<file path="config.mk">
export PLATFORM = sky130hd
export DESIGN_NAME = mant_mult_seq
export DESIGN_NICKNAME = d
export VERILOG_FILES = /design/src/rtl/mant_mult_seq.sv
export SDC_FILE = /design/constraint.sdc
export NUM_CORES = 1
export LEC_CHECK = 0
export ABC_AREA = 1
export CORE_MARGIN = 4
export CORE_UTILIZATION = 34
export CTS_CLUSTER_DIAMETER = 40
export DETAILED_ROUTE_END_ITERATION = 10
export GPL_TIMING_DRIVEN = 0
export PLACE_DENSITY = 0.57
export SETUP_SLACK_MARGIN = 0.2
export SYNTH_ARGS = -nofsm -noshare
export SYNTH_HDL_FRONTEND = slang
export SYNTH_SLANG_ARGS = --single-unit
export TNS_END_PERCENT = 100
</file>
<file path="constraint.sdc">
create_clock -name in_clk -period 9.8 [get_ports in_clk]
set_input_delay 1.96 -clock in_clk [delete_from_list [all_inputs] [get_ports in_clk]]
set_output_delay 1.96 -clock in_clk [all_outputs]
set_load 0.02 [all_outputs]
</file>
<file path="src/rtl/mant_mult_seq.sv">
// rtl/mant_mult_seq.sv - radix-2^RADIX_BITS iterative shift-add mantissa multiplier
//
// Purpose: exact unsigned MANT_W x MANT_W -> 2*MANT_W product. RADIX_BITS
// multiplier bits are retired per RUN cycle, so a result takes
// N = ceil(MANT_W/RADIX_BITS) cycles.
//
// Ports:
//   in_clk           clock, rising edge
//   in_rst_n         asynchronous active-low reset
//   in_valid         operands present
//   out_ready        block can accept operands (IDLE, or DONE while in_ready)
//   in_multiplicand  mantissa A
//   in_multiplier    mantissa B
//   out_valid        out_product holds a finished result (DONE)
//   in_ready         downstream accepts the result
//   out_product      A*B, registered
//   out_busy         high while in RUN
module mant_mult_seq #(
  parameter int MANT_W     = 53,
  parameter int RADIX_BITS = 4
) (
  input  logic                  in_clk,
  input  logic                  in_rst_n,
  input  logic                  in_valid,
  output logic                  out_ready,
  input  logic [MANT_W-1:0]     in_multiplicand,
  input  logic [MANT_W-1:0]     in_multiplier,
  output logic                  out_valid,
  input  logic                  in_ready,
  output logic [2*MANT_W-1:0]   out_product,
  output logic                  out_busy
);

  localparam int N     = (MANT_W + RADIX_BITS - 1) / RADIX_BITS;
  // Multiplier register is padded to a whole number of digits so the
  // digit select is always in range and padding digits read as zero.
  localparam int BW    = N * RADIX_BITS;
  localparam int PW    = MANT_W + RADIX_BITS;
  localparam int AW    = 2 * MANT_W;
  // Wide enough to hold the shifted partial term without losing bits;
  // only the low AW bits are ever non-zero.
  localparam int TW    = AW + RADIX_BITS;
  localparam int CNT_W = (N > 1) ? $clog2(N) : 1;

  typedef enum logic [1:0] {
    S_IDLE,
    S_RUN,
    S_DONE
  } state_t;

  state_t              state, state_nx;
  logic [MANT_W-1:0]   a_q;
  logic [BW-1:0]       b_q;
  logic [AW-1:0]       acc_q;
  logic [CNT_W-1:0]    cnt_q;

  logic                accept;
  logic                last_digit;
  logic [RADIX_BITS-1:0] digit;
  logic [PW-1:0]       partial;
  logic [31:0]         shamt;
  logic [TW-1:0]       term;

  assign digit      = b_q[RADIX_BITS-1:0];
  assign partial    = {{RADIX_BITS{1'b0}}, a_q} * {{MANT_W{1'b0}}, digit};
  assign shamt      = 32'(cnt_q) * 32'(RADIX_BITS);
  assign term       = TW'(partial) << shamt;
  assign last_digit = (cnt_q == CNT_W'(N - 1));
  assign accept     = in_valid & out_ready;

  always_ff @(posedge in_clk or negedge in_rst_n) begin
    if (!in_rst_n) begin
      state <= S_IDLE;
    end else begin
      state <= state_nx;
    end
  end

  always_comb begin
    state_nx  = state;
    out_ready = 1'b0;
    out_valid = 1'b0;
    out_busy  = 1'b0;
    case (state)
      S_IDLE: begin
        out_ready = 1'b1;
        if (in_valid) state_nx = S_RUN;
      end
      S_RUN: begin
        out_busy = 1'b1;
        if (last_digit) state_nx = S_DONE;
      end
      S_DONE: begin
        out_valid = 1'b1;
        // Result hand-off and next accept may share one edge.
        out_ready = in_ready;
        if (in_ready) state_nx = in_valid ? S_RUN : S_IDLE;
      end
      default: state_nx = S_IDLE;
    endcase
  end

  always_ff @(posedge in_clk or negedge in_rst_n) begin
    if (!in_rst_n) begin
      a_q   <= '0;
      b_q   <= '0;
      acc_q <= '0;
      cnt_q <= '0;
    end else if (accept) begin
      a_q   <= in_multiplicand;
      b_q   <= BW'(in_multiplier);
      acc_q <= '0;
      cnt_q <= '0;
    end else if (state == S_RUN) begin
      acc_q <= acc_q + term[AW-1:0];
      b_q   <= b_q >> RADIX_BITS;
      cnt_q <= cnt_q + CNT_W'(1);
    end
  end

  assign out_product = acc_q;

endmodule
</file>
Word-level counts from Yosys, hierarchy flattened
Cells that the tools add are included.
Widths: inputs -> output; s select.
{"block": "op_classes", "addsub": 2, "mul": 1, "eq_ne": 6, "n_shift": 1, "n_mux": 14, "n_bitwise": 1, "n_reduce_logical": 3}
{"cell": "$mux 106", "count": 2}
{"cell": "$mux 56", "count": 2}
{"cell": "$add 106x106->106", "count": 1}
{"cell": "$shl 57x6->106", "count": 1}
{"cell": "$mul 53x4->57", "count": 1}
{"cell": "$mux 4", "count": 2}
{"cell": "$mux 2", "count": 3}
{"cell": "$ne 2x2->1 const B", "count": 3}
{"cell": "$pmux 2 s3", "count": 1}
{"cell": "$add 4x1->4 const B", "count": 1}
{"cell": "$eq 4x4->1 const B", "count": 1}
{"cell": "$mux 1", "count": 3}
{"cell": "$reduce_and 3->1", "count": 1}
{"cell": "$eq 2x1->1 const B", "count": 1}
{"cell": "$eq 2x2->1 const B", "count": 1}
{"cell": "$logic_not 2->1", "count": 1}
{"cell": "$pmux 1 s2", "count": 1}
{"cell": "$reduce_bool 2->1", "count": 1}
{"cell": "$and 1x1->1", "count": 1}
{"block": "totals", "regBits": 221, "input_bits": 110, "out_inout_bits": 109, "elab_cells": 33}

Logic depth before layout (Yosys ltp)
{"block": "depth", "ltp_word": 5, "depth_mapped": 45, "mapped_depth_nobuf": 43}

Worst setup path before layout
No wires, ideal clock.
{"block": "synth_timing", "path_type": "flip-flop to flip-flop", "startpoint": "register b_q[3]", "endpoint": "register acc_q[102] (netlist: out_product[102])", "setup_ps": 120, "arrival_ps": 5315, "t_required_ps": 9680, "setup_slack_ps": 4365, "path_stages_with_launch": 37, "n_path_buf": 2, "period_less_slack_ps": 5435, "path_cell_list": "dfrtp_1 -> clkbuf_1 -> clkbuf_1 -> nand2_1 -> fa_1 -> fa_1 -> inv_1 -> fa_1 -> nand3_1 -> nand2_2 -> nand2_1 -> nand2_1 -> nand2_1 -> nand2_2 -> nand2_2 -> nand2_2 -> nand3_1 -> nand3_1 -> nand2_1 -> nand3_1 -> nand3_1 -> nand3_1 -> nand3_1 -> nand2_1 -> ha_1 -> nand2_1 -> nor2_1 -> inv_1 -> nor2_1 -> inv_1 -> o21ai_0 -> a21oi_1 -> or2_2 -> nand3_1 -> nand2_1 -> nand3_1 -> nand2_1"}
{"block": "synth_between", "elab_chain_cells": 5}
{"element": "from (decl)", "line_no": "53", "source": "logic [BW-1:0] b_q;"}
{"element": "from (signal assigned)", "line_no": "111", "source": "b_q <= BW'(in_multiplier);"}
{"element": "from (signal assigned)", "line_no": "116", "source": "b_q <= b_q >> RADIX_BITS;"}
{"element": "$mul 53x4->57", "line_no": "65", "source": "assign partial = {{RADIX_BITS{1'b0}}, a_q} * {{MANT_W{1'b0}}, digit};"}
{"element": "$shl 57x6->106", "line_no": "67", "source": "assign term = TW'(partial) << shamt;"}
{"element": "$add 106x106->106", "line_no": "115", "source": "acc_q <= acc_q + term[AW-1:0];"}
{"element": "$mux 106", "line_no": "114", "source": "end else if (state == S_RUN) begin"}
{"element": "$mux 106", "line_no": "109", "source": "end else if (accept) begin"}
{"element": "to (signal assigned)", "line_no": "115"}
{"element": "to (decl)", "line_no": "54", "source": "logic [AW-1:0] acc_q;"}
Every way passes these cells. The select of a mux whose other input is x is not followed.
A chain may end at the register's enable or synchronous reset.

Final worst setup path
{"block": "layout_timing", "startpoint": "register b_q[3]", "endpoint": "register acc_q[84] (netlist: out_product[84])"}
Same word-level chain as after synthesis.

==> results.sh <==
export IMPL_status="finished clean"
export IMPL_finish_utilization_pct=41.0
export IMPL_post_cts_setup_buffers=0
export IMPL_placedCellCount=5957
export IMPL_vias=31603
export IMPL_finalClockSkew_ns=0.0453
export IMPL_period_needed_ns=8.89
export IMPL_vias_per_cell=5.22
export IMPL_gp_congestion=1.02
export IMPL_avgSynthCellArea_um2=6.05
export IMPL_finalNonFillerCells=6060
export IMPL_routed_wl_mm=129
export IMPL_cp_start_kind="flip-flop"
export IMPL_synthMostInstantiatedCell="nand2_1"
export IMPL_maxSlewViolCount=0
export IMPL_cts_root_buffer="clkbuf_16"
export IMPL_maxCapViolations=0
export IMPL_cp_slowest_stage_delay_ns=0.82
export IMPL_postRouteAntennaNets=0
export IMPL_grt_pass1_wl_mm=192
export IMPL_worstMarginPinSlew_ns=1.33
export IMPL_start_util_pct=34.4
export IMPL_area_growth_synth_to_final_pct=19.4
export IMPL_die_w_um=296
export IMPL_io_buffers=218
export IMPL_ctsResizeCount=0
export IMPL_hp_class="reg -> reg"
export IMPL_ys_top_cells_by_count="nand2_1 (1354), inv_1 (825), nor2_1 (478)"
export IMPL_cts_buffer_depth=3
export IMPL_globalRouteOverflowTotal=0
export IMPL_synth_area_um2=28300
export IMPL_setup_worst_path_class="reg -> reg"
export IMPL_ys_ff_latch=218
export IMPL_crit_top_cell="nand2_1"
export IMPL_core_area_um2=82200
export IMPL_cts_buffers_inserted=55
export IMPL_insertion_delay_ns=0.63
export IMPL_synth_fp_nets=5051
export IMPL_final_nets=5328
export IMPL_grt_usage_pct=29.1
export IMPL_first_global_vias=30309
export IMPL_seq_area_frac_synth_pct=19.3
export IMPL_grt_max_degree=96
export IMPL_ys_warn_count=0
export IMPL_hold_viol=0
export IMPL_die_area_um2=87800
export IMPL_setup_viol=0
export IMPL_rows=105
export IMPL_yosysTopAreaCell="dfrtp_1"
export IMPL_cts_max_level=2
export IMPL_dpl_hpwl_mm=110
export IMPL_postCtsHoldBufs=0
export IMPL_slowest_stage="clkbuf_1"
export IMPL_fmax_mhz=112
export IMPL_drcViolationCount=0
export IMPL_cts_sinks=218
export IMPL_cp_required_ns=10.29
export IMPL_drt_initial_drc_count=2944
export IMPL_endpoint_kind="flip-flop"
export IMPL_synth_ff_type="dfrtp_1"
export IMPL_synth_top_area_share_pct=19.3
export IMPL_cts_tree="built"
export IMPL_routedWlPerCell_um=21.3
export IMPL_ys_top_cells_by_area="dfrtp_1 (19%), nand2_1 (18%), inv_1 (11%)"
export IMPL_syn_inst=4667
export IMPL_drt_pass1_iterations=9
export IMPL_synthArstFlopShare_pct=100
export IMPL_rsz0062_at_grt="false"
export IMPL_die_h_um=296
export IMPL_synth_edff_count=0
export IMPL_drive_gt1_share_pct=5.17
export IMPL_clk_pin_slew_ns=0.05
export IMPL_cp_data_arrival_time_ns=9.39
export IMPL_fin_crit_sh_pct=90.8
export IMPL_critPathMaxFanout=10
export IMPL_antenna_found_initial=2
export IMPL_slew_headroom_pct=11.4
export IMPL_synth_distinct_cells=60
export IMPL_ios=219
## registers in the layout (all words and copies together), names as in the netlist
signal       count
a_q             53
b_q             53
cnt_q            4
out_product    106
state            2
## worst paths after layout
path | to | start | slack (ns) | depth (start not counted)
hold reg to reg | out_product[90]$_DFFE_PN0P_ | out_product[90]$_DFFE_PN0P_ | 0.51 | 2
setup / recovery | out_product[84]$_DFFE_PN0P_ | b_q[3]$_DFFE_PN0P_ | 0.91 | 33
hold / removal | out_product[90]$_DFFE_PN0P_ | out_product[90]$_DFFE_PN0P_ | 0.51 | 2
min in group asynchronous | b_q[49]$_DFFE_PN0P_ | in_rst_n | 1.27 | 1
max in group asynchronous | out_product[76]$_DFFE_PN0P_ | in_rst_n | 7.18 | 3
setup reg to reg | out_product[84]$_DFFE_PN0P_ | b_q[3]$_DFFE_PN0P_ | 0.91 | 33
## per-layer routing
layer,part of all wire [%],track usage [%],vias up
met5,0.0093,0,-
met4,2.7,7.43,2
met3,8.6,5.49,185
met2,42,44.2,1222
met1,47,42.4,14801
li1,-,-,15393
## logic make-up (layout without fill, tap and decap cells)
| kind of cell | Yosys count | count (layout) | share of synthesized area [%] |
|---|---|---|---|
| xor+xnor | 48 | 48 | 1.51 |
| buf+inv | 975 | 1297 | 13.0 |
| simple gates | 2384 | 2384 | 35.4 |
| flops | 218 | 218 | 19.3 |
| mux | 4 | 4 | 0.142 |
| fa+ha+maj | 274 | 274 | 14.9 |
| other cells | 0 | 1 | 0 |
| compound gates | 764 | 764 | 15.7 |
## cell type report
type | instances | area [µm²]
Clock inverter | 34 | 394
Fill cell | 9052 | 48500
Sequential cell | 218 | 5460
Multi-Input combinational cell | 3474 | 19100
Clock buffer | 68 | 1500
Antenna cell | 1 | 2.50
Timing Repair Buffer | 220 | 2240
Tap cell | 1070 | 1340
Buffer | 132 | 523
Inverter | 843 | 3160
## cell usage in the layout, fill, tap and decap left out, types with 40 or more instances in the layout
cell                n
dfrtp_1           218
o21ai_1            43
a21oi_1           282
fa_1              103
nand2_1          1354
clkbuf_16          55
inv_1             825
o221ai_1           47
nor2_1            478
clkdlybuf4s50_1   217
clkbuf_1          100
nand3_1           354
ha_1              171
nor3_1             40
o21ai_0           243
## critical path: cells and delay by family, from the launching register on
kind | cells | cell delay [ns]
buf+inv | 5 | 1.67
flops | 1 | 0.31
xor+xnor | 1 | 0.28
fa+ha+maj | 4 | 1.84
simple gates | 15 | 1.93
compound gates | 8 | 2.73
## stage by stage
| step | hold WS, ns | setup WS [ns] | cell area (µm²) | setup TNS (ns) |
|---|---|---|---|---|
| finish | 0.514 | 0.906 | 33700 | 0 |
| floorplan | 0.504 | 4.36 | 28300 | 0 |
| detailed placement | 0.504 | 1.07 | 31800 | 0 |
| CTS | 0.514 | 1.10 | 33700 | 0 |
| global route | 0.540 | 0.383 | 33700 | 0 |
| global placement | 0.503 | -3.83 | 31800 | -820.69 |
Power is left out: the tool's default activity adds up to more than one toggle a clock period on the data nets, which glitch-free logic cannot reach.
